<file path="config.mk">
export PLATFORM = sky130hd
export DESIGN_NAME = mem_access_unit_flat
export DESIGN_NICKNAME = d
export VERILOG_FILES = /design/src/rtl/mem_access_unit_if.sv /design/src/rtl/mem_access_unit.sv /design/src/flat_wrapper.sv
export SDC_FILE = /design/constraint.sdc
export NUM_CORES = 1
export LEC_CHECK = 0
export CORE_MARGIN = 2
export CORE_UTILIZATION = 51
export DETAILED_ROUTE_END_ITERATION = 10
export PLACE_DENSITY = 0.87
export SLEW_MARGIN = 30
export SYNTH_ARGS = -nofsm -noshare
export SYNTH_HDL_FRONTEND = slang
export SYNTH_SLANG_ARGS = --single-unit
</file>
<file path="constraint.sdc">
create_clock -name clk -period 3.2 [get_ports clk]
set_input_delay 0.32 -clock clk [delete_from_list [all_inputs] [get_ports clk]]
set_output_delay 0.32 -clock clk [all_outputs]
set_load 0.01 [all_outputs]
</file>
<file path="src/rtl/mem_access_unit_if.sv">
// Request/response bus between the MEM stage and the load/store unit,
// plus the word-wide dmem port the unit drives.
interface mem_access_unit_if;
    logic        req;
    logic [2:0]  op;
    logic [31:0] addr;
    logic [31:0] wdata;
    logic        busy;
    logic        done;
    logic [31:0] rdata;
    logic        err;
    logic        mem_read;
    logic        mem_write;
    logic [31:0] mem_addr;
    logic [31:0] mem_wdata;
    logic [31:0] mem_rdata;

    modport slave (
        input  req, op, addr, wdata, mem_rdata,
        output busy, done, rdata, err, mem_read, mem_write, mem_addr, mem_wdata
    );

    modport master (
        output req, op, addr, wdata, mem_rdata,
        input  busy, done, rdata, err, mem_read, mem_write, mem_addr, mem_wdata
    );
endinterface

</file>
<file path="src/rtl/mem_access_unit.sv">
// Load/store unit for a word-only dmem: sub-word stores via read-modify-write,
// sub-word loads extracted and extended. LSU_BOUNDS_CHECK_EN adds a dmem range check.
module mem_access_unit #(
    parameter bit BIG_ENDIAN = 1'b1,
    parameter int DMEM_WORDS = 64
) (
    input  logic             clk,
    input  logic             rst_n,
    mem_access_unit_if.slave bus
);
    localparam logic [2:0] OP_LW  = 3'd0;
    localparam logic [2:0] OP_LH  = 3'd1;
    localparam logic [2:0] OP_LHU = 3'd2;
    localparam logic [2:0] OP_LB  = 3'd3;
    localparam logic [2:0] OP_LBU = 3'd4;
    localparam logic [2:0] OP_SW  = 3'd5;
    localparam logic [2:0] OP_SH  = 3'd6;
    localparam logic [2:0] OP_SB  = 3'd7;

`ifdef LSU_BOUNDS_CHECK_EN
    localparam bit BOUNDS_EN = 1'b1;
`else
    localparam bit BOUNDS_EN = 1'b0;
`endif

    typedef enum logic [2:0] {IDLE, ACCESS, RMW_RD, RMW_WR, DONE} state_t;

    state_t      state, state_nx;
    logic [2:0]  op_q;
    logic [31:0] addr_q, wdata_q, word_q, rdata_q;
    logic        err_q;

    logic        misaligned, out_of_range, reject;
    logic [4:0]  byte_sh, half_sh;
    logic [7:0]  rd_b;
    logic [15:0] rd_h;
    logic [31:0] load_val, lane_mask, lane_ins, store_val;
    logic        busy, done, mem_read, mem_write;
    logic [31:0] mem_wdata;

    // Rejected accesses skip the memory entirely and report through DONE.
    always_comb begin
        misaligned = 1'b0;
        case (bus.op)
            OP_LW, OP_SW:         misaligned = (bus.addr[1:0] != 2'b00);
            OP_LH, OP_LHU, OP_SH: misaligned = bus.addr[0];
            default:              misaligned = 1'b0;
        endcase
        out_of_range = ({2'b00, bus.addr[31:2]} >= 32'(DMEM_WORDS));
        reject       = misaligned | (BOUNDS_EN & out_of_range);
    end

    // Bit position of the addressed lane; big-endian puts offset 0 in the top byte.
    always_comb begin
        byte_sh = BIG_ENDIAN ? {~addr_q[1:0], 3'b000} : {addr_q[1:0], 3'b000};
        half_sh = BIG_ENDIAN ? {~addr_q[1], 4'b0000}  : {addr_q[1], 4'b0000};
    end

    always_comb begin
        rd_b = 8'(bus.mem_rdata >> byte_sh);
        rd_h = 16'(bus.mem_rdata >> half_sh);
        case (op_q)
            OP_LH:   load_val = {{16{rd_h[15]}}, rd_h};
            OP_LHU:  load_val = {16'h0000, rd_h};
            OP_LB:   load_val = {{24{rd_b[7]}}, rd_b};
            OP_LBU:  load_val = {24'h000000, rd_b};
            default: load_val = bus.mem_rdata;
        endcase
    end

    always_comb begin
        if (op_q == OP_SH) begin
            lane_mask = 32'h0000_FFFF << half_sh;
            lane_ins  = {16'h0000, wdata_q[15:0]} << half_sh;
        end else begin
            lane_mask = 32'h0000_00FF << byte_sh;
            lane_ins  = {24'h000000, wdata_q[7:0]} << byte_sh;
        end
        store_val = (word_q & ~lane_mask) | lane_ins;
    end

    always_ff @(posedge clk) begin
        if (!rst_n) state <= IDLE;
        else        state <= state_nx;
    end

    always_comb begin
        state_nx  = state;
        busy      = (state != IDLE);
        done      = (state == DONE);
        mem_read  = 1'b0;
        mem_write = 1'b0;
        mem_wdata = 32'h0;
        case (state)
            IDLE: begin
                if (bus.req) begin
                    if (reject)                                  state_nx = DONE;
                    else if (bus.op == OP_SH || bus.op == OP_SB) state_nx = RMW_RD;
                    else                                         state_nx = ACCESS;
                end
            end
            ACCESS: begin
                if (op_q == OP_SW) begin
                    mem_write = 1'b1;
                    mem_wdata = wdata_q;
                end else begin
                    mem_read  = 1'b1;
                end
                state_nx = DONE;
            end
            RMW_RD: begin
                mem_read = 1'b1;
                state_nx = RMW_WR;
            end
            RMW_WR: begin
                mem_write = 1'b1;
                mem_wdata = store_val;
                state_nx  = DONE;
            end
            DONE:    state_nx = IDLE;
            default: state_nx = IDLE;
        endcase
    end

    always_ff @(posedge clk) begin
        if (!rst_n) begin
            op_q    <= OP_LW;
            addr_q  <= 32'h0;
            wdata_q <= 32'h0;
            word_q  <= 32'h0;
            rdata_q <= 32'h0;
            err_q   <= 1'b0;
        end else begin
            case (state)
                IDLE: begin
                    if (bus.req) begin
                        op_q    <= bus.op;
                        addr_q  <= bus.addr;
                        wdata_q <= bus.wdata;
                        err_q   <= reject;
                    end
                end
                ACCESS:  if (op_q != OP_SW) rdata_q <= load_val;
                RMW_RD:  word_q <= bus.mem_rdata;
                default: ;
            endcase
        end
    end

    assign bus.busy      = busy;
    assign bus.done      = done;
    assign bus.rdata     = rdata_q;
    assign bus.err       = err_q & done;
    assign bus.mem_read  = mem_read;
    assign bus.mem_write = mem_write;
    assign bus.mem_addr  = {addr_q[31:2], 2'b00};
    assign bus.mem_wdata = mem_wdata;
endmodule

</file>
<file path="src/flat_wrapper.sv">
// flat-port wrapper written by rule: the top's interface ports become plain ports
module mem_access_unit_flat 
#(
    parameter bit BIG_ENDIAN = 1'b1,
    parameter int DMEM_WORDS = 64
)
  (clk, rst_n, bus_req, bus_op, bus_addr, bus_wdata, bus_mem_rdata, bus_busy, bus_done, bus_rdata, bus_err, bus_mem_read, bus_mem_write, bus_mem_addr, bus_mem_wdata);
  mem_access_unit_if bus_i ();
  input  logic clk;
  input  logic rst_n;
  input wire logic [$bits(bus_i.req)-1:0] bus_req;
  input wire logic [$bits(bus_i.op)-1:0] bus_op;
  input wire logic [$bits(bus_i.addr)-1:0] bus_addr;
  input wire logic [$bits(bus_i.wdata)-1:0] bus_wdata;
  input wire logic [$bits(bus_i.mem_rdata)-1:0] bus_mem_rdata;
  output wire logic [$bits(bus_i.busy)-1:0] bus_busy;
  output wire logic [$bits(bus_i.done)-1:0] bus_done;
  output wire logic [$bits(bus_i.rdata)-1:0] bus_rdata;
  output wire logic [$bits(bus_i.err)-1:0] bus_err;
  output wire logic [$bits(bus_i.mem_read)-1:0] bus_mem_read;
  output wire logic [$bits(bus_i.mem_write)-1:0] bus_mem_write;
  output wire logic [$bits(bus_i.mem_addr)-1:0] bus_mem_addr;
  output wire logic [$bits(bus_i.mem_wdata)-1:0] bus_mem_wdata;
  assign bus_i.req = bus_req;
  assign bus_i.op = bus_op;
  assign bus_i.addr = bus_addr;
  assign bus_i.wdata = bus_wdata;
  assign bus_i.mem_rdata = bus_mem_rdata;
  assign bus_busy = bus_i.busy;
  assign bus_done = bus_i.done;
  assign bus_rdata = bus_i.rdata;
  assign bus_err = bus_i.err;
  assign bus_mem_read = bus_i.mem_read;
  assign bus_mem_write = bus_i.mem_write;
  assign bus_mem_addr = bus_i.mem_addr;
  assign bus_mem_wdata = bus_i.mem_wdata;
  mem_access_unit #(.BIG_ENDIAN(BIG_ENDIAN), .DMEM_WORDS(DMEM_WORDS)) u_core (.clk(clk), .rst_n(rst_n), .bus(bus_i));
endmodule
</file>
### Yosys cells after proc, flatten, opt, wreduce, memory -nomap -nowiden

Index checks and enable logic that the tools add are counted.

| operators by class | value |
|---|---|
| bitwise gates (word level) | 6 |
| magnitude comparators | 0 |
| divide/modulo/power cells | 0 |
| add/subtract/negate cells | 0 |
| mux-type cells | 14 |
| $mul | 0 |
| equal/unequal tests | 17 |
| shift-type cells | 6 |
| reductions and logical operators | 10 |

Operators by type and width:

| cell | number |
|---|---|
| 32-bit case mux with 4 select lines | 1 |
| 32-bit 2-to-1 mux | 3 |
| 32-bit case mux with 2 select lines | 1 |
| 32-bit bitwise AND | 1 |
| 32-bit NOT | 1 |
| 32-bit bitwise OR | 1 |
| 16-bit by 5-bit left shift with 32-bit output | 1 |
| 16-bit by 5-bit left shift with 32-bit output (first input constant) | 1 |
| 8-bit by 5-bit left shift with 32-bit output | 1 |
| 8-bit by 5-bit left shift with 32-bit output (first input constant) | 1 |
| 32-bit by 5-bit >> shifter with 16-bit output | 1 |
| 32-bit by 5-bit >> shifter with 8-bit output | 1 |
| 3-bit == test (second input constant) | 7 |
| 3-bit by 2-bit == test with 1-bit output (second input constant) | 5 |
| 3-bit by 1-bit == test with 1-bit output (second input constant) | 3 |
| 3-bit case mux with 3 select lines | 1 |
| 3-bit zero test | 2 |
| 3-bit 2-to-1 mux | 2 |
| 1-bit case mux with 2 select lines | 3 |
| 2-bit AND reduction | 2 |
| 2-bit OR reduction | 2 |
| 3-bit != test (second input constant) | 1 |
| 3-bit nonzero test | 1 |
| 3-bit OR reduction | 1 |
| 8 further kinds | 9 |

| word-level totals | value |
|---|---|
| output and inout bits | 101 |
| memories | 0 |
| bits in latches | 0 |
| input bits | 102 |
| register bits after elaboration | 135 |
| bits in writable memories | 0 |
| memory bits (read-only) | 0 |

### Logic depth before layout (Yosys ltp)

Gate-level depths: netlist of the first run.

| logic depth | value |
|---|---|
| depth after elaboration | 7 |
| gate-level depth with buffers | 8 |
| depth with buffers taken out | 4 |

### Least setup slack after synthesis of the first run

Ideal clock, no wire load.

| path | value |
|---|---|
| path type | reg-to-output |
| from | register u_core.op_q[0] |
| to | output bus_mem_wdata[10] |
| buffers on the path | 2 |
| path slack | 1.344 ns |
| data arrival time | 1.536 ns |
| stages on the path, launching flop included | 7 |
| cell sequence | dfxtp_1 buf_4 nand3b_1 buf_2 a21boi_0 o21ai_0 o21ai_0 |

| on the way | value |
|---|---|
| longest elaborated chain between the ends | 6 |
| elaborated cells between the ends (all ways) | 9 |
| those cells by class | eq/ne: 2; mux: 4; bitwise: 3 |

RTL lines:

| item | RTL line | RTL |
|---|---|---|
| from (decl) | mem_access_unit.sv:29 | `logic [2:0] op_q;` |
| from (signal assigned) | mem_access_unit.sv:137 | `op_q <= bus.op;` |
| 3-bit == test | mem_access_unit.sv:72 | `if (op_q == OP_SH) begin` |
| 32-bit 2-to-1 mux | mem_access_unit.sv:72 |  |
| 32-bit NOT | mem_access_unit.sv:79 | `store_val = (word_q & ~lane_mask) \| lane_ins;` |
| 32-bit bitwise AND | mem_access_unit.sv:79 |  |
| 32-bit bitwise OR | mem_access_unit.sv:79 |  |
| 32-bit case mux with 2 select lines * | mem_access_unit.sv:94 | `case (state)` |
| to (decl) | flat_wrapper.sv:23 | `output wire logic [$bits(bus_i.mem_wdata)-1:0] bus_mem_wdata;` |

Mark *: on every way between the ends. The rest lies on a longest branch, timed or not.

### Worst setup path after layout of the first run

| path | value |
|---|---|
| from | register u_core.addr_q[0] |
| to | output bus_mem_wdata[22] |

| on the way | value |
|---|---|
| longest elaborated chain between the ends | 7 |
| elaborated cells between the ends (all ways) | 9 |
| those cells by class | shift: 2; mux: 3; bitwise: 4 |

RTL lines:

| item | RTL line | RTL |
|---|---|---|
| from (decl) | mem_access_unit.sv:30 | `logic [31:0] addr_q, wdata_q, word_q, rdata_q;` |
| from (signal assigned) | mem_access_unit.sv:138 | `addr_q <= bus.addr;` |
| 2-bit NOT * | mem_access_unit.sv:55 | `byte_sh = BIG_ENDIAN ? {~addr_q[1:0], 3'b000} : {addr_q[1:0], 3'b000};` |
| 8-bit by 5-bit left shift with 32-bit output | mem_access_unit.sv:76 | `lane_mask = 32'h0000_00FF << byte_sh;` |
| 32-bit 2-to-1 mux | mem_access_unit.sv:72 |  |
| 32-bit NOT | mem_access_unit.sv:79 |  |
| 32-bit bitwise AND | mem_access_unit.sv:79 |  |
| 32-bit bitwise OR * | mem_access_unit.sv:79 |  |
| 32-bit case mux with 2 select lines * | mem_access_unit.sv:94 |  |

Marks and branches as above.

==> results of run 1 <==
-- routing by layer --
layer | vias up | track usage
li1 | 3214 | -
met1 | 3075 | 0.375
met2 | 313 | 0.481
met3 | 62 | 0.0785
met4 | 0 | 0.136
met5 | - | 0
-- Yosys cell counts (2+ instances only) --
| master | n |
|---|---|
| a21boi_0 | 100 |
| a21oi_1 | 42 |
| a21oi_2 | 2 |
| a221oi_1 | 8 |
| a22o_1 | 8 |
| a2bb2oi_1 | 7 |
| a32oi_1 | 2 |
| and2_1 | 3 |
| and3_1 | 7 |
| and3b_1 | 9 |
| buf_2 | 15 |
| buf_4 | 37 |
| buf_6 | 2 |
| clkbuf_1 | 43 |
| dfxtp_1 | 135 |
| inv_1 | 11 |
| mux2_2 | 10 |
| mux2i_1 | 17 |
| nand2_1 | 253 |
| nand2b_1 | 5 |
| nand3b_1 | 4 |
| nor2_1 | 9 |
| nor2b_1 | 3 |
| nor3_2 | 2 |
| nor3b_1 | 2 |
| o21ai_0 | 78 |
| o21ai_1 | 5 |
| o21bai_1 | 9 |
| o221ai_1 | 7 |
| o2bb2ai_1 | 2 |
| or3_1 | 11 |
-- worst min-delay path, delay by kind of cell --
family | cells | cell delay, ns
buffers and inverters | 1 | 0.40
AO/OA/AOI/OAI | 1 | 0.06
AND/OR/NAND/NOR | 1 | 0.05
-- report_power, final --
group,internal [W],switching (W),total [W]
logic,0.000481,0.000524,0.00100
registers,0.00182,0.000103,0.00192
clock network,0.00150,0.000736,0.00223
-- repair_timing --
action                                  in CTS  in global routing
hold buffers                                 0                  0
endpoints found under the setup margin       0                  2
setup buffers                                0                  0
gates resized for setup                      0                  2
-- kinds of logic (layout without fill, tap and decap cells) --
logic type,after synthesis,in the layout,synth area share
flops,135,135,0.399
buf+inv,109,262,0.0859
compound gates,280,280,0.274
mux,27,27,0.0417
other cells,1,2,0.000554
simple gates,312,312,0.197
xor+xnor,1,1,0.00129
-- registers in the layout, indices dropped and copies added (netlist names) --
signal	cells
u_core.addr_q	32
u_core.bus.rdata	32
u_core.wdata_q	32
u_core.word_q	32
u_core.op_q	3
u_core.state	3
u_core.err_q	1
-- worst max path at each step --
stage / slack [ns] / startpoint / to / depth (start not counted)
detailed placement: 0.64 / u_core.op_q[0]$_SDFFE_PN0P_ / bus_mem_wdata[28] / 5
CTS: 0.18 / u_core.op_q[0]$_SDFFE_PN0P_ / bus_mem_wdata[28] / 5
floorplan: 1.34 / u_core.op_q[0]$_SDFFE_PN0P_ / bus_mem_wdata[10] / 6
global placement: 0.70 / u_core.op_q[0]$_SDFFE_PN0P_ / bus_mem_wdata[9] / 5
finish: 0.21 / u_core.addr_q[0]$_SDFFE_PN0P_ / bus_mem_wdata[22] / 6
global route: 0.06 / u_core.op_q[0]$_SDFFE_PN0P_ / bus_mem_wdata[14] / 7
-- metrics by stage --
stage	total power [W]	setup WS, ns	instance area (µm²)	utilization
6_report	0.00516	0.212	9320	0.712
5_1_grt	0.00535	0.0605	9320	0.712
4_1_cts	0.00516	0.176	9310	0.712
3_5_place_dp	0.00293	0.639	8630	0.660
3_3_place_gp	0.00291	0.695	8630	0.659
2_1_floorplan	0.00251	1.34	6780	-
-- final cells by class --
type	count	area [µm²]	area share
Clock buffer	19	453	0.0486
Clock inverter	13	225	0.0242
Inverter	11	41.3	0.00443
Multi-Input combinational cell	622	3510	0.377
Sequential cell	135	2700	0.290
Tap cell	176	220	0.0236
Timing Repair Buffer	219	2160	0.232
==> impl_results.md, run 1 <==
* Worst path cell trace: inv_1 > a21oi_2 > buf_4 > mux2i_1 > o21ai_0 > clkdlybuf4s50_1
* CP Class: reg -> out
* Reg2Reg Capture Point: u_core.bus.rdata[31]$_SDFFE_PN0P_
* Leak at 3.40 nW
* Global-route wire length before repair at between 30000 and 40000 µm
* Final setup viols at 0
* CTS clk-pin slew, worst paths at around 0.06 ns
* VDD IR max at between 0.0003 and 0.0004 V
* Leading cell type in the layout, fill and taps excluded: nand2_1
* Final critical-path share of the clock period at 0.934
* Final Hold Viols at 0
* Syn Std Cell Area at 0.00677 mm²
* Worst path slowest cell: dfxtp_1
* Core region area at 0.0131 mm²
* YS warnings at 0
* Share of cells above drive strength 1 at 0.0726
* Cells on worst reg2reg path at 5
* Worst Setup Start Kind: flip-flop
* Pwr/cell area at between 500 and 600 mW/mm²
* Clock latency on the worst-skew pair at 0.42 ns
* Filler Cell Count at 997
* Number of global-route vias before repair at between 6000 and 7000
* CTS sink cnt at roughly 140
* Initial DRC Count at 743
* Final min period at roughly 3.0 ns
* Hold_sp: bus_addr[8]
* Async set or reset register ratio after synthesis at 0
* Vias per std cell at ~5.6
* Top Metal Used: met4
* Maximum root-to-sink buffer count at 2
* Area delta synth->final at 37.5%
* Hold Path Depth at 3
* Count of state elements after synthesis at 135
* HP Class: in -> reg
* Gr ovfl total at 0
* Fin nets at ~1100
* Crit path required time at 2.88 ns
* Seq/Total Area, Yosys at 0.399
* Synth top area share at 0.399
* Worst Skew at between 0.009 and 0.01 ns
* Slew Viols, Final at 0
* Syn avg cell area at ~7.8 µm²
* Pre-antenna DRT Iters at 6
* Maxcap violations at 0
* WHS Endpoint: u_core.addr_q[8]$_SDFFE_PN0P_
* N_diodes at 0
* Critical path buffers and inverters at 3
* Synth cell types at 48
* Top Family by Delay on Critical Path: buffers and inverters
* Met1 WL at 8870 µm
* H-tree depth at 4
* Main flop type after synthesis: dfxtp_1
* CTS tree: built
* GRT Total Usage at 0.299
* Die area at between 0.01 and 0.015 mm²
* R2r setup slk at between 0.8 and 0.9 ns
* Chip width at 119 µm
* Met2 wire len at 10100 µm
* Post-Synthesis Cells at between 800 and 900
* CP endpoint kind: output port
* CP peak stage delay at ~0.7 ns
* Via count at between 6000 and 7000
* Setup TNS Final at 0 ns
* Wirelength per Cell at 17.8 µm
* Starting Density at 0.518
* Post-Layout Cell Count at approximately 1200
* Total Wirelength at roughly 21000 µm
* Largest net degree at the start of global routing at around 80
* Number of synthesized flops with an enable pin at 0
* Initial antenna violation count at 0
* Metal3 WL at around 1600 µm
* Post-synth top area cell: dfxtp_1
* WHS at roughly 0.46 ns
* RePlAce Congestion at approximately 0.94
* I/O pins at 203
* Max FO, Critical Path at 17
* Ranking of synthesized cells by area: dfxtp_1 (40%), nand2_1 (14%), a21boi_0 (11%)
* Cells after DPL at about 1200
* Commonest non-fill, non-tap cells in the layout: nand2_1 (252), clkdlybuf4s50_1 (199), dfxtp_1 (135)
* Cts bufs inserted at 17
* Root buffer cell: clkbuf_16
* IO Port Bufs at 200
* F_max at approximately 330 MHz
* R2R Path Start: u_core.addr_q[1]$_SDFFE_PN0P_
* Run status: complete, no violations
* Die H at about 120 µm
* Slew headroom at 0.365
* Routed Antenna Nets at 0
* DRC viols at 0
* Worst-margin pin slew at between 0.9 and 1 ns
* HPWL after DPL at 14700 µm
* Unrepaired setup endpoints after global routing: no
* Crit path DAT at ~2.7 ns
* Site Rows at 42
Note: power is estimated with default switching activity, not from simulation.
==> inputs of run 2 (changes only) <==
--- a/config.mk
+++ b/config.mk
@@ -5,6 +5,7 @@
 export SDC_FILE = /design/constraint.sdc
 export NUM_CORES = 1
 export LEC_CHECK = 0
+export CAP_MARGIN = 0
 export CORE_MARGIN = 2
 export CORE_UTILIZATION = 51
 export DETAILED_ROUTE_END_ITERATION = 10
==> results of run 2 <==
No change in the layout: final DEF, timing and power equal those of run 1.
==> inputs of run 3 (changes only) <==
--- a/config.mk
+++ b/config.mk
@@ -10,7 +10,6 @@
 export CORE_UTILIZATION = 51
 export DETAILED_ROUTE_END_ITERATION = 10
 export PLACE_DENSITY = 0.87
-export SLEW_MARGIN = 30
 export SYNTH_ARGS = -nofsm -noshare
 export SYNTH_HDL_FRONTEND = slang
 export SYNTH_SLANG_ARGS = --single-unit
==> impl_results.md, run 3 (synthesized netlist as in run 1, its figures left out) <==
* Run status: complete, no violations
* Worst Skew at 0.00471 ns (-0.00442 ns)
* Worst path slowest cell: clkdlybuf4s50_1
* RePlAce Congestion at 0.938 (unchanged)
* CTS sink cnt at 135 (unchanged)
* F_max at 327 MHz (-2.4%)
* Global-route wire length before repair at 32300 µm (-3.5%)
* Core region area at 0.0131 mm² (unchanged)
* Crit path required time at 2.88 ns (about the same)
* Maximum root-to-sink buffer count at 2 (unchanged)
* Commonest non-fill, non-tap cells in the layout: nand2_1 (252), clkdlybuf4s50_1 (199), dfxtp_1 (135)
* Cts bufs inserted at 17 (unchanged)
* Vias per std cell at 5.52 (-1.0%)
* I/O pins at 203 (unchanged)
* CP endpoint kind: output port
* Leak at 3.36 nW (-1.3%)
* Filler Cell Count at 996 (-0.10%)
* Slew Viols, Final at 0 (unchanged)
* Die H at 119 µm (unchanged)
* N_diodes at 0 (unchanged)
* Final critical-path share of the clock period at 0.957 (+0.0232)
* Via count at 6597 (-1.0%)
* DRC viols at 0 (unchanged)
* Starting Density at 0.518 (unchanged)
* Post-layout util at 0.708 (-0.00373)
* HP Class: in -> reg
* CTS tree: built
* HPWL after DPL at 14700 µm (-0.29%)
* Die area at 0.0142 mm² (unchanged)
* Top cell by count, worst path: buf_4
* R2R Path Start: u_core.op_q[2]$_SDFFE_PN0P_
* Crit path DAT at 2.74 ns (+0.07 ns)
* H-tree depth at 4 (unchanged)
* Routed Antenna Nets at 0 (unchanged)
* Site Rows at 42 (unchanged)
* Gr ovfl total at 0 (unchanged)
* Worst path cell trace: buf_4 > and3b_1 > and3_1 > buf_4 > o21bai_1 > o2bb2ai_1 > clkdlybuf4s50_1
* Hold_buf cts at 0 (unchanged)
* Final min period at 3.06 ns (+0.0741 ns)
* Area delta synth->final at 36.8%
* Setup WS post-layout at 0.138 ns (-0.0741 ns)
* Initial antenna violation count at 0 (unchanged)
* Pre-antenna DRT Iters at 6 (unchanged)
* Worst Setup Start Kind: flip-flop
* Unrepaired setup endpoints after global routing: no
* Fin nets at 1108 (unchanged)
* Chip width at 119 µm (unchanged)
* Slew headroom at 0.117 (-0.249)
* CP startpoint: u_core.op_q[0]$_SDFFE_PN0P_
* Total Wirelength at 20800 µm (-2.5%)
* Number of global-route vias before repair at 6182 (-3.1%)
* Wirelength per Cell at 17.4 µm (-2.5%)
* Max FO, Critical Path at 22 (+5)
* Initial DRC Count at 713 (-4.0%)
* GRT Total Usage at 0.287 (-0.0123)
* Worst-margin pin slew at 1.32 ns (+0.363 ns)
* Maxcap violations at 0 (unchanged)
* IO Port Bufs at 200 (unchanged)
* Post-Place Setup Slack at 0.650 ns (+0.0116 ns)
* CTS clk-pin slew, worst paths at 0.06 ns (about the same)
* Setup TNS Final at 0 ns (unchanged)
* Clock latency on the worst-skew pair at 0.42 ns (about the same)
* Final Hold Viols at 0 (unchanged)
* Root buffer cell: clkbuf_16
* CP Class: reg -> out
* Leading cell type in the layout, fill and taps excluded: nand2_1
* R2r setup slk at 0.72 ns (-0.14 ns)
* Pwr/cell area at 540 mW/mm² (-2.5%)
* Largest net degree at the start of global routing at 78 (unchanged)
* VDD IR max at 0.000367 V (-0.67%)
* Final setup viols at 0 (unchanged)
* Hold_sp: bus_wdata[3]
* CP peak stage delay at 0.59 ns (-0.10 ns)
* Share of cells above drive strength 1 at 0.0716 (-0.000981)
## run 3: cell count changes in the layout (fill, tap and decap cells not counted)
cell / change
clkinvlp_4: +4
clkinv_2: -3
bufinv_16: -2
inv_6: +2
clkbuf_8: -1
xnor2_1: +1
xnor2_2: -1
## run 3: final timing paths
| path | endpoint | depth (start not counted) |
|---|---|---|
| hold / removal | u_core.wdata_q[3]$_SDFFE_PN0P_ | 3 |
| setup reg to reg | u_core.bus.rdata[31]$_SDFFE_PN0P_ | 6 |
| hold reg to reg | u_core.addr_q[4]$_SDFFE_PN0P_ | 2 |
| setup / recovery | bus_mem_wdata[14] | 7 |
## run 3: layer usage
metal | track usage | vias up | wire length (µm)
met2 | 0.460 | 285 | 9830
li1 | - | 3207 | -
met1 | 0.364 | 3047 | 8630
met3 | 0.0680 | 58 | 1540
met5 | 0 | - | 0
met4 | 0.132 | 0 | 756
## run 3: critical path: cells and delay by family, from the launching register on
family / cells / cell delay, ns
flip-flops: 1 / 0.35
AO/OA/AOI/OAI: 2 / 0.38
buffers and inverters: 3 / 1.10
AND/OR/NAND/NOR: 2 / 0.49
## run 3: where the power goes
group | internal [W] | total, W | switching, W | leakage (nW)
sequential | 0.00182 | 0.00192 | 0.000101 | 1.10
clock | 0.00133 | 0.00209 | 0.000763 | 0.295
combinational | 0.000480 | 0.000994 | 0.000514 | 1.96
## run 3: area by class of cell
cell class / instances / area, µm² / share of cell area
multi-input combinational: 622 / 3500 / 0.378
sequential: 135 / 2700 / 0.292
timing repair buffer: 219 / 2160 / 0.234
clock buffer: 18 / 439 / 0.0474
tap: 176 / 220 / 0.0238
clock inverter: 14 / 198 / 0.0213
inverter: 11 / 41.3 / 0.00446
## run 3: repair_timing
action	CTS	global route
setup endpoints to repair	0	7
endpoints found under the hold margin	0	0
buffers inserted	0	0
gates resized for setup	0	2
## run 3: metrics by stage
step | hold slack (ns) | instance area (µm²) | instances | total power, W
global route | 0.460 | 9270 | 1195 | 0.00520
finish | 0.449 | 9270 | 1195 | 0.00501
detailed placement | 0.449 | 8630 | 1163 | 0.00293
floorplan | 0.430 | 6780 | 866 | 0.00251
global placement | 0.446 | 8630 | 1163 | 0.00291
CTS | 0.447 | 9260 | 1195 | 0.00501
==> RTL change, RTL diff (config.mk and constraints of run 3) <==
Encoding of `state_t`: now one-hot (5 bits for 5 states).
--- a/src/rtl/mem_access_unit.sv
+++ b/src/rtl/mem_access_unit.sv
@@ -24,5 +24,5 @@
 `endif
 
-    typedef enum logic [2:0] {IDLE, ACCESS, RMW_RD, RMW_WR, DONE} state_t;
+    typedef enum logic [4:0] {IDLE = 5'b00001, ACCESS = 5'b00010, RMW_RD = 5'b00100, RMW_WR = 5'b01000, DONE = 5'b10000} state_t;
 
     state_t      state, state_nx;
Formal check against the unedited RTL: same outputs for any inputs over 4 cycles, from zero or initial values and one cycle with rst_n low; so few cycles prove little.
==> RTL change against run 3 <==
Count of clock-buffer cells in the layout increased by 5. Via count increased by 0.62%. Final cell count decreased by 0.84%. Setup slack improved by 0.0028 ns. Final area increased by 0.35%. Synthesized area increased by 1.1%. Total power decreased by 6.0%. Sequential cell count increased by 2. Routed wire length increased by 0.30%. Highest routed layer unchanged.
==> RTL change: results (changes against run 3) <==
| Metric | Value |
|---|---|
| Share of the yosys chip area belonging to registers | `40.0% (+0.15 points)` |
| Least-Margin Pin Slew | `0.840 ns (-0.475 ns)` |
| Sequential group power | `1.88 mW (-2%)` |
| Via count | `6638 (+0.62%)` |
| Cell-internal power | `3.48 mW (-4.0%)` |
| Fill cells | `1026 (+3.0%)` |
| Status | `complete, no violations` |
| Pin count of the biggest net entering global routing | `60 (-23%)` |
| Cell count after placement | `1154 (-0.77%)` |
| GRT Overall Usage | `29.0% (+0.38 points)` |
| Psw | `1.22 mW (-11%)` |
| Max Clock Skew | `0.00627 ns (+0.00155 ns)` |
| First DRT Iteration DRCs | `789 (+11%)` |
| First-pass DRT Iterations | `5 (-1)` |
| Comb power frac | `17.5% (-2.4 points)` |
| Synth cell count leaders | `242 x nand2_1, 137 x dfxtp_1, 93 x a21boi_0` |
| First-pass GRT wire length | `33.0 mm (+2.2%)` |
| GPL Wtd Cong | `0.976 (+4.1%)` |
| CP max-delay cell | `a21oi_1` |
| Max stage delay on crit path | `0.62 ns (+0.03 ns)` |
| Vias in the first global route | `6308 (+2.0%)` |
| Synth area leaders | `dfxtp_1 40%, nand2_1 13%, a21boi_0 10%` |
| LEAKAGE | `3.64 nW (+8.3%)` |
| Post-DP HPWL | `14.9 mm (+1.7%)` |
| Yosys cell types | `53 (+10%)` |
| Max FO, Critical Path | `17 (-23%)` |
-- RTL change: area by class of cell --
class,count,area [um^2],share of cell area [%]
Tap cell,176,220,2.37
Clock buffer,23,488,5.25
Clock inverter,8,118,1.26
Inverter,5,18.8,0.202
Sequential cell,137,2740,29.5
Multi-Input combinational cell,616,3560,38.3
Timing Repair Buffer,220,2150,23.1
-- RTL change: critical path: cells and delay by family, from the launching register on --
kind	cells	cell delay, ns
AOI/OAI and AO/OA	2	0.90
buffers and inverters	2	0.82
DFF	1	0.49
and+or+nand+nor	1	0.11
-- RTL change: logic make-up after synthesis --
group	after synthesis	share of synthesized area [%]
and+or+nand+nor	292	17.5
AOI/OAI and AO/OA	290	28.9
DFF	137	40.0
buffers and inverters	104	8.31
muxes	31	5.04
xor gates and xnor gates	1	0.128
other	1	0.0548
-- RTL change: stage by stage --
stage	area (um^2)	utilization, %
2_1_floorplan	6850	-
3_3_place_gp	8690	65.9
3_5_place_dp	8690	65.9
4_1_cts	9300	70.5
5_1_grt	9300	70.5
6_report	9300	70.5
-- RTL change: final timing paths --
path                                         from                   end  slack [ns]  cells past startpoint
worst min-delay path                        rst_n      u_core.addr_q[9]        0.43                      2
worst min register to register  u_core.word_q[26]     u_core.word_q[26]        0.45                      2
worst max register to register   u_core.addr_q[1]  u_core.bus.rdata[22]        0.95                      6
worst max-delay path             u_core.addr_q[0]      bus_mem_wdata[7]        0.14                      5
-- RTL change: metal layers --
layer	vias up	wire length (um)	GRT usage, %
met5	-	0	0
met2	334	9710	46.1
met4	0	807	12.9
li1	3199	-	-
met1	3039	8360	36.0
met3	66	1950	9.46
